`config.mk`:
```
export PLATFORM = sky130hd
export DESIGN_NAME = axis_dpat_gen
export DESIGN_NICKNAME = d
export VERILOG_FILES = /design/src/rtl/axis_dsrc_pkg.sv /design/src/rtl/axis_dpat_gen.sv
export SDC_FILE = /design/constraint.sdc
export NUM_CORES = 1
export LEC_CHECK = 0
export BUFFER_PORTS_ARGS = -buffer_cell sky130_fd_sc_hd__buf_4
export CORE_ASPECT_RATIO = 1.25
export CORE_UTILIZATION = 56
export DETAILED_ROUTE_END_ITERATION = 8
export GPL_ROUTABILITY_DRIVEN = 0
export PLACE_DENSITY_LB_ADDON = 0.05
export RECOVER_POWER = 50
export SLEW_MARGIN = 5
export SYNTH_ARGS = -nofsm -noshare
export SYNTH_HDL_FRONTEND = slang
export SYNTH_SLANG_ARGS = --single-unit
```
`constraint.sdc`:
```
create_clock -name clk -period 3.4 [get_ports clk]
set_clock_uncertainty 0.05 [all_clocks]
set_input_delay 0.68 -clock clk [delete_from_list [all_inputs] [get_ports clk]]
set_output_delay 0.68 -clock clk [all_outputs]
set_load 0.02 [all_outputs]
```
`src/rtl/axis_dsrc_pkg.sv`:
```
// Shared definitions for the AXIS pattern source and sink/checker blocks.
// Command codes, data types, status bit positions and state encoding.
package axis_dsrc_pkg;

    localparam logic [31:0] CMD_START = 32'd1;
    localparam logic [31:0] CMD_RESET = 32'd2;
    localparam logic [31:0] CMD_STOP  = 32'd3;
    localparam logic [31:0] DTYPE_DEC = 32'd1;

    localparam int STAT_EN   = 0;
    localparam int STAT_DONE = 1;
    localparam int STAT_DERR = 2;
    localparam int STAT_LERR = 3;
    localparam int STAT_OVR  = 4;

    typedef enum logic [1:0] {
        IDLE = 2'd0,
        RECV = 2'd1,
        DONE = 2'd2
    } state_t;

    function automatic logic [31:0] sat_inc(input logic [31:0] v);
        return (&v) ? v : v + 32'd1;
    endfunction

endpackage

```
`src/rtl/axis_dpat_gen.sv`:
```
// Expected-pattern register: steps by +/-1, optionally from a loaded base.
// Shared between the pattern source and the sink/checker.
module axis_dpat_gen
    import axis_dsrc_pkg::*;
#(
    parameter int W = 32
) (
    input  logic         clk,
    input  logic         rst,
    input  logic         clr,
    input  logic         step,
    input  logic         dec,
    input  logic         load,
    input  logic [W-1:0] load_val,
    output logic [W-1:0] value
);

    localparam logic [W-1:0] ONE = W'(1);

    logic [W-1:0] base;

    assign base = load ? load_val : value;

    // Advance the pattern from the current value or the loaded base.
    always_ff @(posedge clk or posedge rst) begin
        if (rst) begin
            value <= '0;
        end else if (clr) begin
            value <= '0;
        end else if (step) begin
            value <= dec ? base - ONE : base + ONE;
        end
    end

endmodule

```
Yosys cells after proc, flatten, opt, wreduce, memory -nomap -nowiden. Index checks and enable logic that the tools add are counted.

Register bits: 32. Input bits: 38. Output and inout port bits: 32. Logic and storage cells: 8.

$add $sub $neg: 2. Muxes and demuxes: 4. Reduce and logical (&&, ||, !) cells: 1.

Operators with widths (count): 32-bit two-way mux (4); 32-bit by 1-bit adder with 32-bit output (second input constant) (1); 32-bit by 1-bit subtractor with 32-bit output (second input constant) (1); 2-bit nonzero test (1).

Logic depth before layout (Yosys ltp). Gate-level depths: netlist of run 1.

Depth in word-level cells: 5. Mapped depth: 12. Mapped depth without buffers: 10.

Least setup slack after synthesis of run 1. No wires, ideal clock.

Path type: input -> register. From: input port load. To: register value[24]. Library setup time: 126 ps. Data arrival time: 3301 ps. Path slack: -77 ps. Cell stages on the path: 11. Buffers on the path: 3. Cell sequence: buf_2 -> clkbuf_1 -> mux2_2 -> ha_1 -> clkbuf_2 -> nand4_2 -> or4_1 -> a21oi_1 -> nor2_1 -> o2111a_1 -> a221o_1.

Cells in the longest elaborated chain, start to end: 5. Elaborated cells on any way between the ends: 6. Those cells by class: add/sub: 2; mux: 4.

Ends and longest elaborated chain: start, declared (RTL line axis_dpat_gen.sv:13) `input logic load,`; 32-bit two-way mux * (RTL line axis_dpat_gen.sv:22) `assign base = load ? load_val : value;`; 32-bit by 1-bit adder with 32-bit output or 32-bit by 1-bit subtractor with 32-bit output (tied branches) (RTL line axis_dpat_gen.sv:31) `value <= dec ? base - ONE : base + ONE;`; 32-bit two-way mux * (RTL line axis_dpat_gen.sv:31); 32-bit two-way mux * (RTL line axis_dpat_gen.sv:30) `end else if (step) begin`; 32-bit two-way mux * (RTL line axis_dpat_gen.sv:28) `end else if (clr) begin`; end signal, assigned (RTL line axis_dpat_gen.sv:31); end, declared (RTL line axis_dpat_gen.sv:15) `output logic [W-1:0] value`.

Mark *: on every way between the ends. The rest lies on a longest branch, timed or not. The select of a mux whose other input is x is not followed. A chain may end at the register's enable or synchronous reset.

Worst setup path in the final report of run 1.
From: input port load. To: register value[29].

The elaborated chain is that of the path after synthesis.

==> results.py, run 1 <==
metrics = {
    "run_status": {
        "outcome": "finished, violations left",
        "failed_checks": "max-capacitance violations, max-slew violations",
    },
    "final_layout": {
        "number_of_nets_in_the_final_layout": 557,
        "final_common_cell": "sky130_fd_sc_hd__buf_4",
        "antenna_cells_inserted": 0,
        "num-fill-cells": 535,
        "largest_register_ffs": 32,
        "layout.cells.most_common_list": "71 x sky130_fd_sc_hd__buf_4, 39 x sky130_fd_sc_hd__a21oi_1, 39 x sky130_fd_sc_hd__nor2_1",
        "reg_top3": "value (32)",
        "largest_register": "value",
        "layout-area-overhead-vs-synth_pct": 20.1,
        "post_route_cells_drive_above_1_share": 0.250,
        "area_of_all_placed_cells_without_fillers_mm2": 0.00413,
    },
    "synthesis": {
        "synth.ff_latch_count": 32,
        "postSynthCellCount": 411,
        "syn_nets": 480,
        "synth_edf_count": 0,
        "avgSynthCellArea_um2": 8.36,
        "synth-seq-area-share": 0.233,
        "synth.distinct_cells": 58,
        "synth-xor-area-share": 0.0612,
        "synth_warnings": 0,
        "synth_simple_gate_area_share": 0.178,
        "ys.flop_type": "sky130_fd_sc_hd__dfrtp_1",
        "synth_top_family_by_area": "compound AO/OA/AOI/OAI gates",
        "synth-compound-area-share": 0.229,
        "syn-cell-area_mm2": 0.00344,
        "synthAdderAreaFrac": 0.115,
        "synthMuxAreaShare": 0.139,
        "ys_async_sr_fraction": 1.00,
    },
    "critical_path": {
        "critical_path.startpoint_type": "input port",
        "critPathMostFrequentCell": "sky130_fd_sc_hd__a21oi_1",
        "slowest_delay_ns": 0.37,
        "critical_path.max_fanout": 17,
        "path_cells": "buf_4 > buf_12 > mux2_2 > ha_1 > a21oi_1 > o211ai_1 > a21oi_1 > o221ai_1 > o21ai_0 > and3_1 > o31ai_1",
        "data_arrival_time_of_the_critical_path_ns": 3.32,
        "critical_path.top_delay_family": "compound AO/OA/AOI/OAI gates",
        "path_class": "in2reg",
        "cp.buffers_inverters": 2,
        "worst_path_max_delay_cell": "sky130_fd_sc_hd__o21ai_0",
        "crit_path_end_kind": "flip-flop",
        "worst_ep_required_time_ns": 3.51,
    },
    "power": {
        "total_switching_power_uw": 752,
        "leakagePower_nw": 1.93,
        "power.sequential.fraction": 0.276,
        "p_sw_frac": 0.432,
        "ir_worst_vdd_mv": 0.239,
        "power_per_cell_area_mw_per_mm2": 422,
        "combinationalPowerShare": 0.555,
        "intPower_uw": 989,
        "power.clock.fraction": 0.168,
    },
    "clock_tree": {
        "cells_resized_by_post_cts_repair": 0,
        "cts-hold-fix-buffers": 0,
        "number_of_buffers_created_by_cts": 5,
        "cts-root-buf": "sky130_fd_sc_hd__clkbuf_8",
        "worst_skew_pair_latency_ns": 0.29,
        "cts_htree_levels": 2,
        "tritoncts": "done",
        "cts_post_setup_buffers_inserted": 0,
        "clock_path_buffers": 2,
        "cts.sinks": 32,
        "worst_setup_hold_path_clk_slew_ns": 0.07,
    },
    "timing": {
        "fin_setup_tns_ns": 0,
        "fmax_mhz": 312,
        "slew_violations": 33,
        "worstMarginPinSlew_ns": 1.82,
        "timing.max_slew.rel_slack": -0.212,
        "final-setup-viol-count": 0,
        "final_ws_setup_ns": 0.191,
        "finalWorstPathRequiredPeriod_ns": 3.21,
        "setup_repair_after_global_routing_missed_its_margin": "no",
        "period_share": 0.944,
        "hold_viol": 0,
    },
    "global_route": {
        "wire_length_of_the_first_global_routing_pass_um": 15200,
        "number_of_antenna_violations_at_the_first_check_in_global_routing": 0,
        "grt-ovfl-total": 0,
        "largest_net_degree_at_the_start_of_global_routing": 33,
        "grt_use_total": 0.304,
        "number_of_global_route_vias_before_repair": 3284,
    },
    "die": {
        "placeableCoreArea_mm2": 0.00586,
        "chipHeight_um": 89.6,
        "fp.dieW_um": 72.1,
        "floorplan.die_area_mm2": 0.00646,
        "io_pins": 70,
        "starting_density": 0.587,
        "placement_rows": 31,
    },
    "hold_path": {
        "worstHoldPathType": "reg2reg",
    },
    "placement": {
        "port_buffers": 69,
        "detailedPlacementHpwl_um": 7360,
        "post-place-ws_ns": -0.0371,
        "place_area_mm2": 0.00411,
    },
    "routing": {
        "avgRoutedWirePerCell_um": 16.5,
        "drc": 0,
        "route.antenna.remaining_nets": 0,
        "drt_pre_antenna_iters": 5,
        "route.final.wire_length_um": 9430,
        "drt-initial-drc-count": 143,
        "total_via_count_in_the_routed_design": 3411,
        "vias_per_cell": 5.98,
    },
    "flow_run": {
        "maxCapViolations": 1,
    },
}
path summary, 6_finish.rpt:
path                       startpoint         to  slack (ns)  cells past startpoint
hold reg to reg             value[22]  value[22]        0.45                      2
setup reg to reg            value[13]  value[24]        0.63                      9
max in group asynchronous         rst  value[16]        1.26                      3
min in group asynchronous         rst  value[30]        0.99                      3
setup / recovery                 load  value[29]        0.19                     11
hold / removal              value[22]  value[22]        0.45                      2
cells by family (layout without fill, tap and decap cells):
kind of cell             Yosys count  after routing
adder cells (fa/ha/maj)           31             31
buffers and inverters             30            107
flip-flops                        32             32
multiplexers                      44             44
AND/OR/NAND/NOR                  127            127
AO/OA/AOI/OAI                    123            123
XOR/XNOR                          24             24
cells in the mapped netlist, types with 3 or more instances:
cell type,count,share of area
sky130_fd_sc_hd__o21a_1,3,0.0066
sky130_fd_sc_hd__xor2_1,12,0.031
sky130_fd_sc_hd__nor3b_1,3,0.0066
sky130_fd_sc_hd__clkbuf_2,3,0.0044
sky130_fd_sc_hd__a21oi_1,39,0.057
sky130_fd_sc_hd__nand2b_1,6,0.011
sky130_fd_sc_hd__nor2_1,39,0.043
sky130_fd_sc_hd__mux2_2,29,0.095
sky130_fd_sc_hd__or4_1,3,0.0066
sky130_fd_sc_hd__a211oi_1,9,0.020
sky130_fd_sc_hd__dfrtp_1,32,0.23
sky130_fd_sc_hd__mux2i_1,15,0.044
sky130_fd_sc_hd__nand2_1,37,0.040
sky130_fd_sc_hd__a21o_1,8,0.017
sky130_fd_sc_hd__nor3_1,5,0.0073
sky130_fd_sc_hd__inv_1,11,0.012
sky130_fd_sc_hd__ha_1,30,0.11
sky130_fd_sc_hd__nor2b_1,3,0.0055
sky130_fd_sc_hd__nand4_1,11,0.020
sky130_fd_sc_hd__a31oi_1,4,0.0073
sky130_fd_sc_hd__o211ai_1,4,0.0087
sky130_fd_sc_hd__nand3_1,7,0.010
sky130_fd_sc_hd__xnor2_1,12,0.031
sky130_fd_sc_hd__clkbuf_1,10,0.011
sky130_fd_sc_hd__o21ai_0,34,0.050
area by class of cell:
cell class              count  area [um2]  share of cell area
well taps                  82         103              0.0249
multi-input cells         349        2480               0.602
repair buffers             89         621               0.150
clock buffers               6        72.6              0.0176
inverters                  11        41.3              0.0100
clock inverters             1        5.00             0.00121
flip-flops and latches     32         801               0.194
power groups by stage:
stage	logic (mW)	registers, mW	clock network, mW
2_1_floorplan	0.609	0.551	0
3_3_place_gp	0.961	0.488	0
3_5_place_dp	0.978	0.490	0
4_1_cts	0.984	0.483	0.303
5_1_grt	1.06	0.488	0.313
6_report	0.966	0.481	0.293
through the flow:
step | power [mW] | util | hold slack, ns | instances
finish | 1.74 | 0.705 | 0.448 | 570
global route | 1.86 | 0.705 | 0.487 | 570
CTS | 1.77 | 0.715 | 0.448 | 570
detailed placement | 1.47 | 0.702 | 0.445 | 563
global placement | 1.45 | 0.702 | 0.435 | 563
floorplan | 1.16 | - | 0.555 | 411
layer usage:
layer | part of all wire | vias to the layer above | global-route usage | routed length [um]
met3 | 0.042 | 32 | 0.0391 | 395
met2 | 0.53 | 122 | 0.568 | 5010
met5 | 0 | - | 0 | 0
met4 | 0.039 | 0 | 0.173 | 366
li1 | - | 1667 | - | -
met1 | 0.39 | 1590 | 0.330 | 3650
worst reg2reg max path, stage by stage, from the launching register on:
cell                       delay, ns
sky130_fd_sc_hd__dfrtp_1        0.40
sky130_fd_sc_hd__mux2_2         0.27
sky130_fd_sc_hd__ha_1           0.41
sky130_fd_sc_hd__nand4_2        0.15
sky130_fd_sc_hd__buf_4          0.16
sky130_fd_sc_hd__o41ai_1        0.45
sky130_fd_sc_hd__a21o_1         0.17
sky130_fd_sc_hd__nor2_1         0.07
sky130_fd_sc_hd__o2111a_1       0.25
sky130_fd_sc_hd__a221o_1        0.28
No activity file was read; power rests on OpenSTA's default activity.
==> inputs of run 2 (changes only) <==
--- a/config.mk
+++ b/config.mk
@@ -5,13 +5,13 @@
 export SDC_FILE = /design/constraint.sdc
 export NUM_CORES = 1
 export LEC_CHECK = 0
+export ABC_AREA = 1
 export BUFFER_PORTS_ARGS = -buffer_cell sky130_fd_sc_hd__buf_4
 export CORE_ASPECT_RATIO = 1.25
-export CORE_UTILIZATION = 56
+export CORE_UTILIZATION = 57
 export DETAILED_ROUTE_END_ITERATION = 8
 export GPL_ROUTABILITY_DRIVEN = 0
 export PLACE_DENSITY_LB_ADDON = 0.05
-export RECOVER_POWER = 50
 export SLEW_MARGIN = 5
 export SYNTH_ARGS = -nofsm -noshare
 export SYNTH_HDL_FRONTEND = slang
==> run 2 against run 1 <==
- the flow now finishes without violations
- clock power grew 2%
- die area grew 6.0%
- sequential cell count is the same
- first-iteration DRC count grew 92%
- non-clock buffer count shrank 15
- via count grew 26%
- highest routed layer unchanged
==> results.py, run 2 <==
metrics = {
    "global_route": {
        "grt_use_met3": 0.0396,
        "wire_length_of_the_first_global_routing_pass_um": 17600,
        "number_of_global_route_vias_before_repair": 4127,
        "grt-ovfl-total": 0,
        "grt_use_total": 0.332,
        "grt_use_met1": 0.367,
        "largest_net_degree_at_the_start_of_global_routing": 33,
        "grt-busiest-layer": "met2",
        "groute.layer.met2.usage": 0.600,
        "number_of_antenna_violations_at_the_first_check_in_global_routing": 0,
    },
    "die": {
        "io_pins": 70,
        "placement_rows": 32,
        "placeableCoreArea_mm2": 0.00625,
        "starting_density": 0.594,
        "floorplan.die_area_mm2": 0.00684,
        "fp.dieW_um": 74.2,
        "chipHeight_um": 92.2,
    },
    "synthesis": {
        "most_used_standard_cell_by_instance_count_after_synthesis": "sky130_fd_sc_hd__nand2_1",
        "synth.distinct_cells": 31,
        "proportion_of_netlist_area_held_by_the_largest_area_contributor": 0.254,
        "syn-cell-area_mm2": 0.00371,
        "syn_nets": 720,
        "synth_top_area_cell": "sky130_fd_sc_hd__nand2_1",
        "synth.ff_latch_count": 32,
        "synth_top_cells_by_count": "251 x sky130_fd_sc_hd__nand2_1, 109 x sky130_fd_sc_hd__inv_1, 56 x sky130_fd_sc_hd__o21ai_0, 42 x sky130_fd_sc_hd__a21oi_1, 40 x sky130_fd_sc_hd__nor2_1",
        "ys.flop_type": "sky130_fd_sc_hd__dfrtp_1",
        "synth-seq-area-share": 0.216,
        "ys_async_sr_fraction": 1.00,
        "synth_edf_count": 0,
        "avgSynthCellArea_um2": 5.70,
        "synthTopCellsByArea": "sky130_fd_sc_hd__nand2_1 25%, sky130_fd_sc_hd__dfrtp_1 22%, sky130_fd_sc_hd__inv_1 11%, sky130_fd_sc_hd__ha_1 10%, sky130_fd_sc_hd__o21ai_0 7.5%",
        "postSynthCellCount": 651,
        "synth_warnings": 0,
    },
    "power": {
        "power_per_cell_area_mw_per_mm2": 348,
        "ir_worst_vdd_mv": 0.250,
        "leakagePower_nw": 2.60,
    },
    "timing": {
        "finalWorstPathRequiredPeriod_ns": 2.68,
        "worstMarginPinSlew_ns": 0.719,
        "hold_viol": 0,
        "fmax_mhz": 373,
        "setup_repair_after_global_routing_missed_its_margin": "no",
        "timing.max_slew.rel_slack": 0.520,
        "fin_setup_tns_ns": 0,
        "period_share": 0.789,
        "slew_violations": 0,
        "final-setup-viol-count": 0,
    },
    "clock_tree": {
        "worst_setup_hold_path_clk_slew_ns": 0.08,
        "number_of_buffers_created_by_cts": 5,
        "cts-root-buf": "sky130_fd_sc_hd__clkbuf_8",
        "cts-hold-fix-buffers": 0,
        "cts.sinks": 32,
        "clock_path_buffers": 2,
        "tritoncts": "done",
        "worst_skew_pair_latency_ns": 0.29,
        "cts_post_setup_buffers_inserted": 0,
        "cells_resized_by_post_cts_repair": 0,
        "cts_htree_levels": 2,
    },
    "critical_path": {
        "regToRegSetupSlack_ns": 1.16,
        "worstSetupEndpoint": "value[16]",
        "critPathMostFrequentCell": "sky130_fd_sc_hd__nand2_1",
        "critical_path.startpoint_type": "input port",
        "slowest_delay_ns": 0.44,
        "cp_launch_point": "load",
        "path_cells": "buf_4 > inv_2 > or2_2 > o21ai_0 > fa_1 > inv_1 > nand2_1 > o21ai_2 > inv_1 > o21bai_2 > nand3_1 > nand2_1 > nand2_1 > nand3_1 > nand2_1",
        "worst_ep_required_time_ns": 3.54,
        "regToRegEndpoint": "value[27]",
        "worst_path_max_delay_cell": "sky130_fd_sc_hd__fa_1",
        "crit_path_end_kind": "flip-flop",
        "path_class": "in2reg",
        "critical_path.max_fanout": 17,
        "r2r_start": "value[14]",
        "data_arrival_time_of_the_critical_path_ns": 2.82,
        "r2r_cells": 11,
    },
    "final_layout": {
        "layout-area-overhead-vs-synth_pct": 18.6,
        "largest_register": "value",
        "final_common_cell": "sky130_fd_sc_hd__nand2_1",
        "layout.cells.most_common_list": "251 x sky130_fd_sc_hd__nand2_1, 109 x sky130_fd_sc_hd__inv_1, 74 x sky130_fd_sc_hd__buf_4",
        "largest_register_ffs": 32,
        "post_route_cells_drive_above_1_share": 0.141,
        "reg_top3": "value (32)",
        "finalNonFillerCells": 806,
        "number_of_nets_in_the_final_layout": 790,
        "antenna_cells_inserted": 0,
    },
    "flow_run": {
        "maxCapViolations": 0,
    },
    "routing": {
        "route.final.wire_length_um": 10600,
        "drt-initial-drc-count": 274,
        "total_via_count_in_the_routed_design": 4302,
        "avgRoutedWirePerCell_um": 13.1,
        "drc": 0,
        "drt_pre_antenna_iters": 5,
        "vias_per_cell": 5.34,
        "route.antenna.remaining_nets": 0,
    },
    "run_status": {
        "outcome": "finished, final reports clean",
    },
    "placement": {
        "port_buffers": 69,
        "dpl.cell_count": 799,
        "detailedPlacementHpwl_um": 8300,
    },
    "hold_path": {
        "worstHoldPathType": "in2async",
    },
}
[run 2: metrics by stage]
stage	setup WS, ns	total power, mW	area [um2]	hold slack [ns]	utilization
floorplan	0.858	0.986	3710	0.556	-
global placement	0.488	1.21	4330	0.437	0.693
detailed placement	0.404	1.23	4330	0.443	0.693
CTS	0.707	1.53	4400	0.462	0.705
global route	0.460	1.65	4400	0.489	0.705
finish	0.718	1.53	4400	0.452	0.705
[run 2: report_power, final]
group / switching (mW) / internal [mW]
Sequential: 0.0315 / 0.425
Clock: 0.159 / 0.140
Combinational: 0.497 / 0.282
Total: 0.688 / 0.846
[run 2: routing by layer]
metal,vias to the layer above,wire length (um)
met4,0,369
met3,36,468
li1,2182,-
met2,162,5540
met5,-,0
met1,1922,4190
[run 2: cell families (layout without fill, tap and decap cells)]
family                     after synthesis  count (layout)  share of synthesized area
AOI/OAI and AO/OA                      109             109                      0.154
xor gates and xnor gates                 1               1                    0.00236
adders and majority gates               31              31                      0.107
buffers and inverters                  121             191                      0.124
DFF                                     32              32                      0.216
and+or+nand+nor                        357             357                      0.397
[run 2: how the worst min path moves through the flow]
stage,endpoint,slack (ns),start
after floorplan,value[1],0.56,value[1]
after global placement,value[21],0.44,value[21]
after detailed placement,value[31],0.44,value[31]
after CTS,value[31],0.46,value[31]
after global routing,value[21],0.49,value[21]
final,value[2],0.45,rst
[run 2: cell type report]
cell class	instances	area, um2
inverters	110	413
flip-flops and latches	32	801
clock buffers	6	72.6
repair buffers	74	556
multi-input cells	498	2450
fillers	624	1840
clock inverters	1	5.00
well taps	85	106
[run 2: critical path: cells and delay by family]
family	cells	cell delay, ns
adders and majority gates	1	0.44
buffers and inverters	4	0.53
and+or+nand+nor	7	0.62
AOI/OAI and AO/OA	3	0.56
